$ cat config.mk
export PLATFORM = sky130hd
export DESIGN_NAME = mmio_io_unit
export DESIGN_NICKNAME = d
export VERILOG_FILES = /design/src/rtl/mmio_pkg.sv /design/src/rtl/mmio_tx_fifo.sv /design/src/rtl/mmio_io_unit.sv
export SDC_FILE = /design/constraint.sdc
export NUM_CORES = 1
export LEC_CHECK = 0
export BUFFER_PORTS_ARGS = -buffer_cell sky130_fd_sc_hd__buf_2
export CAP_MARGIN = 20
export CORE_MARGIN = 1
export CORE_UTILIZATION = 58
export DETAILED_ROUTE_END_ITERATION = 7
export GPL_ROUTABILITY_DRIVEN = 0
export HOLD_SLACK_MARGIN = 0.06
export PLACE_DENSITY = 0.89
export SLEW_MARGIN = 30
export SYNTH_ARGS = -nofsm -noshare
export SYNTH_HDL_FRONTEND = slang
export SYNTH_SLANG_ARGS = --single-unit
$ cat constraint.sdc
create_clock -name clk -period 4.94 [get_ports clk]
set_input_delay 0.247 -clock clk [delete_from_list [all_inputs] [get_ports clk]]
set_output_delay 0.247 -clock clk [all_outputs]
set_load 0.01 [all_outputs]
$ cat src/rtl/mmio_pkg.sv
`default_nettype none
// +--------------------------------------------------------------------------+
// | Package    : mmio_pkg                                                    |
// | Purpose    : Shared types and constants for the MMIO I/O unit: UART      |
// |              serializer state encoding, default register addresses and   |
// |              the STATUS register bit layout.                             |
// | Revision   : 1.0  initial release                                        |
// +--------------------------------------------------------------------------+
package mmio_pkg;

   // Serializer state encoding
   typedef enum logic [1:0] {
      ST_IDLE  = 2'd0,
      ST_START = 2'd1,
      ST_DATA  = 2'd2,
      ST_STOP  = 2'd3
   } tx_state_e;

   // Default register map
   localparam logic [31:0] DEF_UART_ADDR   = 32'hF6FF_F070;
   localparam logic [31:0] DEF_STATUS_ADDR = 32'hF6FF_F074;
   localparam logic [31:0] DEF_HC_ADDR     = 32'hFFFF_FF00;

   // STATUS register layout
   localparam int STAT_BUSY_BIT  = 0;
   localparam int STAT_FULL_BIT  = 1;
   localparam int STAT_EMPTY_BIT = 2;
   localparam int STAT_CNT_LSB   = 8;
   localparam int STAT_CNT_W     = 8;

   // Assemble a STATUS word; every bit not named above reads as 0.
   function automatic logic [31:0] status_word(input logic busy, input logic full,
                                               input logic empty,
                                               input logic [STAT_CNT_W-1:0] count);
      logic [31:0] w;
      w = '0;
      w[STAT_BUSY_BIT]                     = busy;
      w[STAT_FULL_BIT]                     = full;
      w[STAT_EMPTY_BIT]                    = empty;
      w[STAT_CNT_LSB +: STAT_CNT_W]        = count;
      return w;
   endfunction

endpackage
`default_nettype wire

$ cat src/rtl/mmio_tx_fifo.sv
`default_nettype none
// +--------------------------------------------------------------------------+
// | Module     : mmio_tx_fifo                                                |
// | Purpose    : Byte-wide transmit FIFO feeding the UART serializer.        |
// | Ports      : clk   in   system clock                                     |
// |              rst   in   synchronous active-low reset                     |
// |              push  in   write din (ignored while full)                   |
// |              pop   in   advance the read pointer (ignored while empty)   |
// |              din   in   [7:0] write data                                 |
// |              dout  out  [7:0] head entry (valid while not empty)         |
// |              count out  occupancy, 0..DEPTH                              |
// |              full  out  count == DEPTH                                   |
// |              empty out  count == 0                                       |
// | Revision   : 1.0  initial release                                        |
// +--------------------------------------------------------------------------+
module mmio_tx_fifo #(
   parameter int DEPTH = 16
) (
   input  logic                     clk,
   input  logic                     rst,
   input  logic                     push,
   input  logic                     pop,
   input  logic [7:0]               din,
   output logic [7:0]               dout,
   output logic [$clog2(DEPTH):0]   count,
   output logic                     full,
   output logic                     empty
);

   localparam int AW = $clog2(DEPTH);

   logic [7:0]    mem_q [DEPTH];
   logic [AW-1:0] wr_ptr_q;
   logic [AW-1:0] rd_ptr_q;
   logic [AW:0]   count_q;
   logic          w_do_push;
   logic          w_do_pop;

   assign w_do_push = push && !full;
   assign w_do_pop  = pop && !empty;

   // Pointers are exactly AW bits wide, so DEPTH being a power of two makes
   // the natural overflow the modulo-DEPTH wrap.
   always_ff @(posedge clk) begin
      if (!rst) begin
         wr_ptr_q <= '0;
         rd_ptr_q <= '0;
         count_q  <= '0;
      end else begin
         if (w_do_push) wr_ptr_q <= wr_ptr_q + AW'(1);
         if (w_do_pop)  rd_ptr_q <= rd_ptr_q + AW'(1);
         case ({w_do_push, w_do_pop})
            2'b10:   count_q <= count_q + (AW+1)'(1);
            2'b01:   count_q <= count_q - (AW+1)'(1);
            default: count_q <= count_q;
         endcase
      end
   end

   always_ff @(posedge clk) begin
      if (rst && w_do_push) mem_q[wr_ptr_q] <= din;
   end

   assign dout  = mem_q[rd_ptr_q];
   assign count = count_q;
   assign full  = (count_q == (AW+1)'(DEPTH));
   assign empty = (count_q == '0);

endmodule
`default_nettype wire

$ cat src/rtl/mmio_io_unit.sv
`default_nettype none
// +--------------------------------------------------------------------------+
// | Module     : mmio_io_unit                                                |
// | Purpose    : Memory-mapped I/O block: UART transmitter (8N1, FIFO fed),  |
// |              STATUS register and a clearable free-running cycle counter. |
// | Ports      : clk      in   system clock                                  |
// |              rst      in   synchronous active-low reset                  |
// |              addr     in   [31:0] access address                         |
// |              w_data   in   [31:0] store data                             |
// |              is_store in   store strobe                                  |
// |              is_load  in   load strobe                                   |
// |              r_data   out  [31:0] load data (combinational)              |
// |              hit      out  addr matches a register of this block         |
// |              stall    out  CPU hold: UART store while the FIFO is full   |
// |              uart_tx  out  serial line, idles high                       |
// | Revision   : 1.0  initial release                                        |
// +--------------------------------------------------------------------------+
module mmio_io_unit
   import mmio_pkg::*;
#(
   parameter int          BAUD_DIV    = 868,
   parameter int          FIFO_DEPTH  = 16,
   parameter int          CNT_WIDTH   = 32,
   parameter logic [31:0] UART_ADDR   = DEF_UART_ADDR,
   parameter logic [31:0] STATUS_ADDR = DEF_STATUS_ADDR,
   parameter logic [31:0] HC_ADDR     = DEF_HC_ADDR
) (
   input  logic        clk,
   input  logic        rst,
   input  logic [31:0] addr,
   input  logic [31:0] w_data,
   input  logic        is_store,
   input  logic        is_load,
   output logic [31:0] r_data,
   output logic        hit,
   output logic        stall,
   output logic        uart_tx
);

   localparam int            BW        = (BAUD_DIV > 2) ? $clog2(BAUD_DIV) : 1;
   localparam logic [BW-1:0] BAUD_LAST = BW'(BAUD_DIV - 1);
   localparam int            FCW       = $clog2(FIFO_DEPTH) + 1;

   tx_state_e      state_q, state_d;
   logic [BW-1:0]  baud_q,  baud_d;
   logic [2:0]     bit_q,   bit_d;
   logic [7:0]     shift_q, shift_d;
   logic           tx_q,    tx_d;
   logic [CNT_WIDTH-1:0] cnt_q;

   logic           w_uart_store;
   logic           w_push;
   logic           w_pop;
   logic [7:0]     w_dout;
   logic [FCW-1:0] w_count;
   logic           w_full;
   logic           w_empty;
   logic           w_busy;
   logic           w_baud_end;
   logic [31:0]    w_cnt_lo;
   logic           w_unused_wdata;

   // Only the low byte of store data ever reaches the UART.
   assign w_unused_wdata = ^w_data[31:8];

   assign hit          = (addr == UART_ADDR) || (addr == STATUS_ADDR) || (addr == HC_ADDR);
   assign w_uart_store = is_store && (addr == UART_ADDR);
   // Stall looks only at the registered full flag: a pop on this edge does not
   // release the CPU until the next cycle. Held low while in reset.
   assign stall        = rst && w_uart_store && w_full;
   assign w_push       = rst && w_uart_store && !w_full;

   mmio_tx_fifo #(
      .DEPTH (FIFO_DEPTH)
   ) u_tx_fifo (
      .clk   (clk),
      .rst   (rst),
      .push  (w_push),
      .pop   (w_pop),
      .din   (w_data[7:0]),
      .dout  (w_dout),
      .count (w_count),
      .full  (w_full),
      .empty (w_empty)
   );

   // ---------------------------------------------------------------- serializer
   assign w_baud_end = (baud_q == BAUD_LAST);

   // tx_d is the line level for the state being entered, so the output flop
   // changes on the same edge as the state.
   always_comb begin
      state_d = state_q;
      baud_d  = baud_q;
      bit_d   = bit_q;
      shift_d = shift_q;
      tx_d    = tx_q;
      w_pop   = 1'b0;
      case (state_q)
         ST_IDLE: begin
            tx_d = 1'b1;
            if (!w_empty) begin
               w_pop   = 1'b1;
               shift_d = w_dout;
               baud_d  = '0;
               state_d = ST_START;
               tx_d    = 1'b0;
            end
         end
         ST_START: begin
            if (w_baud_end) begin
               baud_d  = '0;
               bit_d   = 3'd0;
               state_d = ST_DATA;
               tx_d    = shift_q[0];
            end else begin
               baud_d = baud_q + BW'(1);
            end
         end
         ST_DATA: begin
            if (w_baud_end) begin
               baud_d = '0;
               if (bit_q == 3'd7) begin
                  state_d = ST_STOP;
                  tx_d    = 1'b1;
               end else begin
                  bit_d = bit_q + 3'd1;
                  tx_d  = shift_q[bit_q + 3'd1];
               end
            end else begin
               baud_d = baud_q + BW'(1);
            end
         end
         ST_STOP: begin
            if (w_baud_end) begin
               baud_d = '0;
               // Chain straight into the next frame when data is waiting.
               if (!w_empty) begin
                  w_pop   = 1'b1;
                  shift_d = w_dout;
                  state_d = ST_START;
                  tx_d    = 1'b0;
               end else begin
                  state_d = ST_IDLE;
                  tx_d    = 1'b1;
               end
            end else begin
               baud_d = baud_q + BW'(1);
            end
         end
         default: begin
            state_d = ST_IDLE;
            tx_d    = 1'b1;
         end
      endcase
   end

   always_ff @(posedge clk) begin
      if (!rst) begin
         state_q <= ST_IDLE;
         baud_q  <= '0;
         bit_q   <= 3'd0;
         shift_q <= 8'd0;
         tx_q    <= 1'b1;
      end else begin
         state_q <= state_d;
         baud_q  <= baud_d;
         bit_q   <= bit_d;
         shift_q <= shift_d;
         tx_q    <= tx_d;
      end
   end

   assign uart_tx = tx_q;

   // ------------------------------------------------------------- cycle counter
   always_ff @(posedge clk) begin
      if (!rst) begin
         cnt_q <= '0;
      end else if (is_store && (addr == HC_ADDR)) begin
         cnt_q <= '0;
      end else begin
         cnt_q <= cnt_q + CNT_WIDTH'(1);
      end
   end

   generate
      if (CNT_WIDTH >= 32) begin : g_cnt_wide
         assign w_cnt_lo = cnt_q[31:0];
      end else begin : g_cnt_narrow
         assign w_cnt_lo = 32'(cnt_q);
      end
   endgenerate

   // ---------------------------------------------------------------- read mux
   assign w_busy = (state_q != ST_IDLE) || !w_empty;

   always_comb begin
      r_data = 32'd0;
      if (is_load) begin
         if (addr == HC_ADDR) begin
            r_data = w_cnt_lo;
         end else if (addr == STATUS_ADDR) begin
            r_data = status_word(w_busy, w_full, w_empty, STAT_CNT_W'(w_count));
         end
      end
   end

endmodule
`default_nettype wire

# == After elaboration in Yosys (flattened, before gate mapping) ==
# Memories as Yosys holds them, arrays and structs flattened. A register that Yosys moved wholly into a read port is not among the register bits.
# Cells that the tools add are included.
# op_classes
n_mux,36
n_addsub,7
order_cmp,1
bitwise_logic,1
reduce_logical,25
n_eq_ne,17
# op_table
operator,n
== test 32 bit (second input constant),3
two-way mux 32 bit,2
adder 32 x 1 -> 32 bit (second input constant),1
two-way mux 10 bit,2
case mux 10 bit (2 select lines),1
two-way mux 8 bit,2
case mux 8 bit (2 select lines),1
two-way mux 13 bit,1
inequality test 2 bit (second input constant),6
two-way mux 1 bit,11
adder 10 x 1 -> 10 bit (second input constant),1
== test 10 bit (second input constant),1
two-way mux 2 bit,5
case mux 5 bit (2 select lines),1
two-way mux 3 bit,3
adder 4 x 1 -> 4 bit (second input constant),2
logical AND 1 bit,8
two-way mux 4 bit,2
case mux 2 bit (4 select lines),1
nonzero test 2 bit,4
== test 2 bit (second input constant),3
case mux 3 bit (2 select lines),1
adder 5 x 1 -> 5 bit (second input constant),1
== test 5 bit (second input constant),1
other kinds (19),23
# totals
reg_bits,69
out_inout_bits,35
memories,1
ram_bits,128
# memory_table
name,depth,word_bits,read_ports,rd_clocked_by_memory_dff,wr,line_no,source
u_tx_fifo.mem_q,16,8,1,1,1,mmio_tx_fifo.sv:32,logic [7:0] mem_q [DEPTH];

# == Longest topological paths before layout ==
# Gate-level depths: netlist (run 1).
# logic_depth
ltp_word,8
depth_mapped,16
ltp_nobuf,13

# == Hierarchy ==
# A second synthesis (run 1) with hierarchy kept.
# hier_totals
hier_cells,674
area_unflattened_um2,8873.5
# modules_own_cells
module,area_each_um2,n_inst,cells_each
mmio_tx_fifo,5786.8,1,310
mmio_io_unit,3086.7,1,364

# == Worst setup path after synthesis (run 1) ==
# No wires, ideal clock.
# synth_timing
path_kind,input -> register
start,input addr[1]
end,"register u_tx_fifo.count_q[4], in the netlist u_tx_fifo.count[4]"
t_required_ns,4.812
path_slack_ns,1.283
t_arrival_ns,3.530
path_stages,15
path_cell_list,or4b_4 nor4_4 nand4_4 nor2_2 clkbuf_2 inv_1 ha_1 clkbuf_1 xor2_1 ha_1 or3b_2 a211o_1 a21oi_1 xnor2_1 nor2_1
# synth_between
elab_chain_cells,7
# synth_lines
element,line_no,source
start: declaration,mmio_io_unit.sv:30,"input logic [31:0] addr,"
== test 32 bit *,mmio_io_unit.sv:67,assign w_uart_store = is_store && (addr == UART_ADDR);
logical AND 1 bit *,mmio_io_unit.sv:67,
logical AND 1 bit * (2 in a row),mmio_io_unit.sv:71,assign w_push = rst && w_uart_store && !w_full;
logical AND 1 bit *,mmio_tx_fifo.sv:39,assign w_do_push = push && !full;
== test 2 x 1 -> 1 bit / == test 2 bit (equally long branches),mmio_tx_fifo.sv:52,"case ({w_do_push, w_do_pop})"
case mux 5 bit (2 select lines) / nonzero test 2 bit (equally long branches),-,
end signal: assignment,mmio_tx_fifo.sv:53,2'b10: count_q <= count_q + (AW+1)'(1);
end signal: assignment,mmio_tx_fifo.sv:54,2'b01: count_q <= count_q - (AW+1)'(1);
end signal: assignment,mmio_tx_fifo.sv:55,default: count_q <= count_q;
end: declaration,mmio_tx_fifo.sv:35,logic [AW:0] count_q;
# Mark *: on every way between the ends. The rest lies on a longest branch, timed or not.
# A chain may end at the register's enable or synchronous reset.

# == Worst setup path in the final report (run 1) ==
# layout_timing
start,"register u_tx_fifo.count_q[1], in the netlist u_tx_fifo.count[1]"
end,"register u_tx_fifo.count_q[4], in the netlist u_tx_fifo.count[4]"
# layout_between
elab_chain_cells,7
# layout_lines
element,line_no,source
logical NOT 5 bit,mmio_tx_fifo.sv:67,assign empty = (count_q == '0);
two-way mux 1 bit,"mmio_io_unit.sv:102, mmio_io_unit.sv:138",
two-way mux 1 bit,mmio_io_unit.sv:135,if (w_baud_end) begin
case mux 1 bit (2 select lines),mmio_io_unit.sv:99,case (state_q)
logical AND 1 bit,mmio_tx_fifo.sv:40,assign w_do_pop = pop && !empty;
== test 2 x 1 -> 1 bit / == test 2 bit (equally long branches),mmio_tx_fifo.sv:52,
case mux 5 bit (2 select lines) / nonzero test 2 bit (equally long branches),-,
# Parallel ways exist; a longest one is shown, timed or not.

==> qor.tcl, run 1 <==
set qor(fmaxAchievable_ghz) 0.2608
set qor(stdcell_count) 964
set qor(worst_skew_pair.late_latency_ns) 0.49
set qor(clock_slew_at_the_register_clock_pins_of_the_worst_setup_and_hold_paths_ns) 0.06
set qor(finalHoldViolations) 0
set qor(synth_mux_area_frac) 0.1079
set qor(postSynth.asyncResetShare) 0
set qor(design.die.area_sq_um) 15940
set qor(n_antenna_cell) 0
set qor(mappedNetlistArea_sq_um) 8956
set qor(synth_compound_gate_area_share) 0.06161
set qor(timing.setup.tns_ns) 0
set qor(reg2reg_setup_slack_ns) 1.11
set qor(power.static_leakage_nw) 3.546
set qor(synth.yosys.seq_area_share) 0.5923
set qor(post_cts.repair.setup_buffers) 0
set qor(routed_via_density) 6.376
set qor(worst-path-max-fanout) 10
set qor(timing.critical_path.from_type) {flip-flop}
set qor(tightest_slew_ns) 0.7860
set qor(place_inst) 930
set qor(tritoncts.num_buffers) 20
set qor(largest_net_degree_at_the_start_of_global_routing) 33
set qor(most_area_consuming_cells_after_synthesis) {sky130_fd_sc_hd__edfxtp_1, sky130_fd_sc_hd__dfxtp_1, sky130_fd_sc_hd__mux4_2}
set qor(synth_fp_nets) 778
set qor(critical_path.reg2reg.startpoint) {u_tx_fifo.count[1]}
set qor(via_count) 6146
set qor(hold_ws_ns) 0.1088
set qor(synthXorXnorAreaFrac) 0.03423
set qor(grt_pass1_vias) 6057
set qor(cts_max_path_bufs) 3
set qor(crit_path_end_kind) {flip-flop}
set qor(final_cell_mix) {sky130_fd_sc_hd__edfxtp_1, sky130_fd_sc_hd__buf_2, sky130_fd_sc_hd__dfxtp_1}
set qor(detailed_place.area_sq_um) 9494
set qor(cts_sinks) 201
set qor(cts.repair.resized) 0
set qor(dp_hpwl_um) 12790
set qor(first_iter_violations) 532
set qor(mostFrequentLayoutCell) {sky130_fd_sc_hd__edfxtp_1}
set qor(timing.final.max_slew_violations) 0
set qor(synth_top_family_by_area) {simple AND/OR/NAND/NOR gates}
set qor(cts.root.buffer_cell) {sky130_fd_sc_hd__clkbuf_16}
set qor(synthCells) 693
set qor(yosys_warnings) 0
set qor(worst-endpoint-required_ns) 5.31
set qor(synthDominantCellAreaShare) 0.4292
set qor(drt_pre_antenna_iters) 5
set qor(number_of_flops_mapped_to_enable_cells_by_yosys) 128
set qor(crit_path_cell_trace) {or4_1 > o21bai_1 > nor2_1 > ha_1 > xor2_1 > ha_1 > or3b_2 > a211o_1 > a21oi_1 > xnor2_1 > nor2_1}
set qor(die_height_um) 126.3
set qor(antenna_left) 0
set qor(initial_utilization) 0.5913
set qor(grtUsageTotal) 0.2616
set qor(critical_path.slowest_cell) {sky130_fd_sc_hd__or4_1}
set qor(netlist.top_cell.by_area) {sky130_fd_sc_hd__edfxtp_1}
set qor(core-area_sq_um) 15150
set qor(post_synth_num_cell_types) 58
set qor(grt_setup_unrepaired) {no}
set qor(finClkSkew_ns) 0.01602
set qor(cts_hold_buf) 0
set qor(ios) 103
set qor(finish.instance_area_sq_um) 10070
set qor(postRouteWirelength_um) 20210
set qor(timing.slew.headroom) 0.4741
set qor(cp-startpoint) {u_tx_fifo.count[1]}
set qor(chipWidth_um) 126.3
set qor(post-layout-total-power_mw) 3.336
set qor(min_period_over_period) 0.7763
set qor(post-route-drc-count) 0
set qor(post_synth_fa_ha_maj_area_fraction) 0.02375
set qor(core.rowCount) 45
set qor(min_period_ns) 3.835
set qor(cap_viol_max_count) 0
set qor(antenna_found_initial) 0
set qor(wl_per_cell_um) 20.96
set qor(post_route_cells_drive_above_1_share) 0.2191
set qor(synth_simple_gate_area_frac) 0.1594
set qor(htreeDepth) 1
set qor(cp.arrival_ns) 4.20
set qor(synthFlopType) {sky130_fd_sc_hd__edfxtp_1}
set qor(critical_path.max_stage_delay_ns) 0.64
set qor(min_from) {rst}
set qor(min_path_type) {in2reg}
set qor(run_status) {finished, final reports clean}
set qor(final_net_count) 849
set qor(tritoncts) {done}
set qor(numPortBuffers) 78
set qor(grt_overflow) 0
set qor(yosys_register_bits) 201
set qor(area_delta_synth_final_pct) 12.49
set qor(setup-violations-final) 0
set qor(syn-mean-instance-area_sq_um) 12.92
set qor(criticalPathCategory) {reg2reg}
set qor(grt_pass1_wl_um) 31880
set qor(ir_drop_mv) 0.2535
set qor(p_per_area_nw_per_um2) 331.1
-- cell families after synthesis --
| family | Yosys count |
|---|---|
| AND/OR/NAND/NOR | 255 |
| multiplexers | 53 |
| XOR/XNOR | 35 |
| flip-flops | 201 |
| buffers and inverters | 47 |
| AO/OA/AOI/OAI | 85 |
| adder cells (fa/ha/maj) | 17 |
-- report_power, final --
group          leakage [nW]  internal, mW  switching [mW]
sequential             1.74          1.79          0.0131
clock                 0.286         0.764           0.607
combinational          1.52        0.0544           0.103
total                  3.55          2.61           0.723
-- state kept, by name, summed over array words and instances, names as in the netlist, named ones only --
register            cells
shift_q                 8
u_tx_fifo.rd_ptr_q      4
u_tx_fifo.wr_ptr_q      4
cnt_q                  32
bit_q                   3
u_tx_fifo.count         5
u_tx_fifo.mem_q       128
state_q                 2
baud_q                 10
uart_tx                 1
-- layer usage --
layer,up-vias,track usage,share of wire
met5,-,0,0
met4,0,0.1006,0.034
met3,60,0.04121,0.064
met2,315,0.4543,0.50
met1,3006,0.3309,0.40
li1,2765,-,-
-- path summary, 6_finish.rpt --
kind	to	depth (start not counted)
worst max-delay path	u_tx_fifo.count[4]	11
worst min-delay path	uart_tx	2
worst max register to register	u_tx_fifo.count[4]	11
worst min register to register	bit_q[1]	2
-- cell type report --
| class | count | area [sq um] |
|---|---|---|
| multi-input combinational | 445 | 3472 |
| fill | 978 | 5071 |
| timing repair buffer | 84 | 435.4 |
| tap | 188 | 235.2 |
| clock buffer | 27 | 536.8 |
| inverter | 12 | 45.04 |
| clock inverter | 7 | 43.79 |
| sequential | 201 | 5306 |
-- per-stage QoR --
| step | util | worst slack (ns) |
|---|---|---|
| floorplan | - | 1.283 |
| global placement | 0.6264 | 0.9964 |
| finish | 0.6652 | 1.105 |
| detailed placement | 0.6268 | 0.8554 |
| global route | 0.6652 | 0.9296 |
| CTS | 0.6652 | 1.162 |
-- Yosys cell counts, types with 25 or more instances --
| cell | number |
|---|---|
| sky130_fd_sc_hd__dfxtp_1 | 73 |
| sky130_fd_sc_hd__nor2_1 | 68 |
| sky130_fd_sc_hd__nand3_1 | 29 |
| sky130_fd_sc_hd__edfxtp_1 | 128 |
| sky130_fd_sc_hd__clkbuf_1 | 26 |
| sky130_fd_sc_hd__mux4_2 | 34 |
| sky130_fd_sc_hd__and3_1 | 26 |
| sky130_fd_sc_hd__nand2_1 | 25 |
| sky130_fd_sc_hd__a21oi_1 | 28 |
| sky130_fd_sc_hd__and2_1 | 33 |
-- worst max-delay path, delay by kind of cell, from the launching register on --
family          cells  cell delay (ns)
simple gates        4             1.42
compound gates      3             0.89
fa+ha+maj           2             0.62
flops               1             0.42
xor+xnor            2             0.37
(Power assumes the default switching activity.)
==> run 2: changes to the inputs <==
Clock period 4.94 ns to 3.7 ns, I/O delays scaled along.
==> qor.tcl, run 2 (synthesis results as in run 1) <==
set qor(tightest_slew_ns) 0.8232
set qor(final_net_count) 860
set qor(design.die.area_sq_um) 15940
set qor(timing.critical_path.buf_inv) 1
set qor(run_status) {finished, final reports clean}
set qor(antenna_left) 0
set qor(worst-endpoint-required_ns) 4.07
set qor(die_height_um) 126.3
set qor(timing.final.max_slew_violations) 0
set qor(numPortBuffers) 78
set qor(post-layout-total-power_mw) 4.763
set qor(cp.arrival_ns) 3.84
set qor(criticalPathCategory) {reg2reg}
set qor(power.static_leakage_nw) 3.650
set qor(worst_skew_pair.late_latency_ns) 0.50
set qor(antenna_found_initial) 0
set qor(p_per_area_nw_per_um2) 463.8
set qor(min_period_over_period) 0.9367
set qor(post_route_cells_drive_above_1_share) 0.2329
set qor(mostFrequentLayoutCell) {sky130_fd_sc_hd__edfxtp_1}
set qor(dp_hpwl_um) 12910
set qor(whs_path_depth) 1
set qor(finalHoldViolations) 0
set qor(postRouteWirelength_um) 20610
set qor(wl_per_cell_um) 21.08
set qor(clock_slew_at_the_register_clock_pins_of_the_worst_setup_and_hold_paths_ns) 0.07
set qor(cts_max_path_bufs) 3
set qor(grt_setup_unrepaired) {no}
set qor(r2r.worst_path.cells) 12
set qor(crit_path_end_kind) {flip-flop}
set qor(largest_register_ff_count) 128
set qor(n_antenna_cell) 0
set qor(grt_pass1_wl_um) 32240
set qor(critical_path.slowest_cell) {sky130_fd_sc_hd__or4_1}
set qor(area_delta_synth_final_pct) 14.67
set qor(initial_utilization) 0.5913
set qor(finClkSkew_ns) 0.01030
set qor(critical_path.top_delay_family) {simple AND/OR/NAND/NOR gates}
set qor(ir_drop_mv) 0.2643
set qor(drt_pre_antenna_iters) 5
set qor(tritoncts.num_buffers) 21
set qor(grt_overflow) 0
set qor(crit_path_cell_trace) {or4_1 > o21bai_1 > nor2_1 > buf_4 > ha_1 > xor2_1 > ha_1 > or3b_2 > a211o_1 > a21oi_1 > xnor2_1 > nor2_1}
set qor(min_path_type) {in2reg}
set qor(cts_sinks) 201
set qor(cts.root.buffer_cell) {sky130_fd_sc_hd__clkbuf_16}
set qor(via_count) 6208
set qor(core-area_sq_um) 15150
set qor(tritoncts) {done}
set qor(critical_path.max_stage_delay_ns) 0.62
set qor(post_cts.repair.setup_buffers) 0
set qor(setup-violations-final) 0
set qor(registers.top_by_ff_count) {u_tx_fifo.mem_q}
set qor(timing.critical_path.from_type) {flip-flop}
set qor(htreeDepth) 1
set qor(routed_via_density) 6.348
set qor(cp_num_cells) 12
set qor(cap_viol_max_count) 0
set qor(largest_net_degree_at_the_start_of_global_routing) 33
set qor(timing.setup.tns_ns) 0
set qor(chipWidth_um) 126.3
set qor(core.rowCount) 45
set qor(grtUsageTotal) 0.2643
set qor(reg_top3) {u_tx_fifo.mem_q x128, cnt_q x32, baud_q x10}
set qor(first_iter_violations) 545
set qor(worst-path-max-fanout) 7
set qor(final_cell_mix) {sky130_fd_sc_hd__edfxtp_1, sky130_fd_sc_hd__buf_2, sky130_fd_sc_hd__dfxtp_1}
set qor(ios) 103
set qor(grt_pass1_vias) 5996
set qor(min_period_ns) 3.466
set qor(fmaxAchievable_ghz) 0.2885
set qor(post-route-drc-count) 0
set qor(timing.slew.headroom) 0.4491
run 2: cell count changes in the layout (fill, tap and decap cells not counted), sizes merged:
cell | before | now
bufinv | 0 | 2
clkinvlp | 0 | 1
buf | 84 | 92
clkinv | 7 | 5
inv | 12 | 15
dlygate4sd3 | 0 | 2
run 2: area by class of cell:
cell class | instances | area, sq um
tap | 188 | 235.2
inverter | 12 | 45.04
timing repair buffer | 94 | 515.5
clock buffer | 27 | 579.3
multi-input combinational | 445 | 3470
fill | 968 | 4876
clock inverter | 11 | 117.6
sequential | 201 | 5308
run 2: final timing paths:
| check | from | endpoint | slack [ns] |
|---|---|---|---|
| max | u_tx_fifo.count[0] | u_tx_fifo.count[4] | 0.23 |
| min | w_data[0] | u_tx_fifo.mem_q[2][0] | 0.07 |
| max reg2reg | u_tx_fifo.count[0] | u_tx_fifo.count[4] | 0.23 |
| min reg2reg | bit_q[2] | bit_q[2] | 0.46 |
run 2: metal layers:
| layer | GRT usage | vias up | part of all wire |
|---|---|---|---|
| li1 | - | 2786 | - |
| met4 | 0.09780 | 0 | 0.026 |
| met1 | 0.3481 | 3063 | 0.41 |
| met5 | 0 | - | 0 |
| met2 | 0.4410 | 310 | 0.50 |
| met3 | 0.04715 | 49 | 0.071 |
run 2: timing repair:
| action | in CTS | in global routing |
|---|---|---|
| endpoints found under the hold margin | 8 | 0 |
| setup endpoints to repair | 0 | 0 |
| gates resized for setup | 0 | 0 |
| hold buffers | 2 | 0 |
run 2: per-stage QoR:
stage / cells / util / hold WS [ns] / setup WS, ns / instance area, sq um
floorplan: 693 / - / 0.2839 / 0.1049 / 8956
global placement: 938 / 0.6303 / 0.4487 / 0.3561 / 9547
detailed placement: 938 / 0.6306 / 0.4542 / 0.2654 / 9552
CTS: 978 / 0.6780 / 0.06422 / 0.3150 / 10270
global route: 978 / 0.6781 / 0.06990 / 0.1309 / 10270
finish: 978 / 0.6781 / 0.07264 / 0.2343 / 10270
run 2: power by group:
part           internal (mW)  total [mW]  switching (mW)
registers               2.40        2.41          0.0154
clock network           1.26        2.14           0.883
logic                 0.0745       0.212           0.138
total                   3.73        4.76            1.04
==> run 3: changes to the inputs <==
Settings changed: CORE_UTILIZATION 58 to 30, PLACE_DENSITY 0.89 to 0.57.
==> qor.tcl, run 3 (synthesis results as in run 1) <==
set qor(critical_path.max_stage_delay_ns) 0.55
set qor(min_period_ns) 3.169
set qor(largest_register_ff_count) 128
set qor(antenna_left) 0
set qor(p_per_area_nw_per_um2) 452.7
set qor(timing.setup.tns_ns) 0
set qor(setup-violations-final) 0
set qor(power_frac_comb) 0.044
set qor(tritoncts.num_buffers) 23
set qor(finClkSkew_ns) 0.007306
set qor(proportion_of_power_drawn_by_flip_flops_and_latches) 0.504
set qor(swShare) 0.2142
set qor(post-route-drc-count) 0
set qor(clock_slew_at_the_register_clock_pins_of_the_worst_setup_and_hold_paths_ns) 0.06
set qor(cts_hold_buf) 8
set qor(mostFrequentLayoutCell) {sky130_fd_sc_hd__edfxtp_1}
set qor(timing.critical_path.buf_inv) 4
set qor(cts_sinks) 201
set qor(final_cell_mix) {sky130_fd_sc_hd__edfxtp_1, sky130_fd_sc_hd__buf_2, sky130_fd_sc_hd__dfxtp_1}
set qor(largest_net_degree_at_the_start_of_global_routing) 33
set qor(area_delta_synth_final_pct) 18.18
set qor(crit_path_end_kind) {flip-flop}
set qor(timing.final.max_slew_violations) 0
set qor(ios) 103
set qor(chipWidth_um) 174.8
set qor(min_path_type) {in2reg}
set qor(dp_hpwl_um) 12480
set qor(cap_viol_max_count) 0
set qor(drt_pre_antenna_iters) 7
set qor(crit_path_cell_trace) {dlygate4sd3_1 > buf_2 > inv_1 > nor3b_1 > nand4_4 > nor2_2 > inv_1 > ha_1 > xor2_1 > ha_1 > or3b_2 > a211o_1 > a21oi_1 > xnor2_1 > nor2_1}
set qor(core.rowCount) 62
set qor(grtUsageTotal) 0.1233
set qor(cp.arrival_ns) 3.56
set qor(grt_setup_unrepaired) {no}
set qor(post_cts.repair.setup_buffers) 0
set qor(post_route_cells_drive_above_1_share) 0.2286
set qor(finish.instance_area_sq_um) 10580
set qor(registers.top_by_ff_count) {u_tx_fifo.mem_q}
set qor(postRouteWirelength_um) 18880
set qor(via_count) 5771
set qor(tritoncts) {done}
set qor(switching_pwr_mw) 1.026
set qor(final_net_count) 866
set qor(p_clk_frac) 0.452
set qor(wl_per_cell_um) 16.00
set qor(finalHoldViolations) 0
set qor(min_period_over_period) 0.8564
set qor(initial_utilization) 0.3087
set qor(cts.root.buffer_cell) {sky130_fd_sc_hd__clkbuf_16}
set qor(reg_top3) {u_tx_fifo.mem_q x128, cnt_q x32, baud_q x10}
set qor(first_iter_violations) 285
set qor(criticalPathCategory) {in2reg}
set qor(antenna_found_initial) 0
set qor(routed_via_density) 4.891
set qor(cts_max_path_bufs) 3
set qor(worst-path-max-fanout) 12
set qor(n_antenna_cell) 0
set qor(numPortBuffers) 78
set qor(run_status) {finished, final reports clean}
set qor(core-area_sq_um) 29010
set qor(critical_path.slowest_cell) {sky130_fd_sc_hd__dlygate4sd3_1}
set qor(ir_drop_mv) 0.3338
set qor(die_height_um) 174.8
set qor(cts.repair.resized) 0
set qor(power.internal_mw) 3.765
set qor(power.static_leakage_nw) 3.679
set qor(timing.slew.headroom) 0.3847
set qor(tightest_slew_ns) 0.9217
set qor(timing.critical_path.from_type) {input pin}
set qor(grt_overflow) 0
set qor(worst_skew_pair.late_latency_ns) 0.51
set qor(design.die.area_sq_um) 30550
set qor(grt_pass1_vias) 5601
set qor(grt_pass1_wl_um) 29970
set qor(worst-endpoint-required_ns) 4.09
set qor(detailed_place.area_sq_um) 9788
set qor(critical_path.top_delay_family) {simple AND/OR/NAND/NOR gates}
set qor(fmaxAchievable_ghz) 0.3156
set qor(htreeDepth) 1
-- run 3: cell types whose count changed in the layout (fill, tap and decap cells not counted), sizes merged --
cell         previous run  this run
dlygate4sd3             2         8
clkbuf                 27        30
buf                    92        90
clkinv                  5         7
inv                    15        13
clkinvlp                1         0
-- run 3: metrics by stage --
step	power, mW	hold WS (ns)	util	setup slack (ns)	std cells
after detailed placement	2.668	0.4531	0.3374	0.2990	1132
final	4.791	0.07173	0.3648	0.5313	1180
after global placement	2.664	0.4458	0.3372	0.3180	1132
after global routing	4.961	0.06839	0.3648	0.2717	1180
after floorplan	2.579	0.2839	-	0.1049	693
after CTS	4.848	0.06158	0.3648	0.4946	1180
-- run 3: metal layers --
layer	vias up	part of all wire	global-route usage	routed length [um]
met5	-	0	0	0
met4	0	0.021	0.03370	388
met3	30	0.045	0.01893	846
met2	129	0.46	0.2032	8685
met1	2806	0.47	0.1683	8958
li1	2806	-	-	-
-- run 3: worst paths after layout --
kind                                         start               endpoint  slack, ns  cells after the start
worst min-delay path                     w_data[3]  u_tx_fifo.mem_q[8][3]       0.07                      1
worst max-delay path                           rst     u_tx_fifo.count[4]       0.53                     15
worst min register to register            bit_q[1]               bit_q[1]       0.46                      2
worst max register to register  u_tx_fifo.count[1]     u_tx_fifo.count[4]       0.64                     11
-- run 3: area by class of cell --
class / count / area, sq um
inverters: 12 / 45.04
flip-flops and latches: 201 / 5306
clock inverters: 10 / 113.9
clock buffers: 30 / 601.8
repair buffers: 98 / 560.5
multi-input cells: 445 / 3476
fillers: 2875 / 18430
well taps: 384 / 480.5
-- run 3: power by group through the flow --
| stage | sequential (mW) | combinational, mW | clock, mW |
|---|---|---|---|
| finish | 2.41 | 0.213 | 2.17 |
| detailed placement | 2.46 | 0.207 | 0 |
| CTS | 2.41 | 0.216 | 2.22 |
| floorplan | 2.46 | 0.119 | 0 |
| global placement | 2.46 | 0.204 | 0 |
| global route | 2.41 | 0.238 | 2.31 |
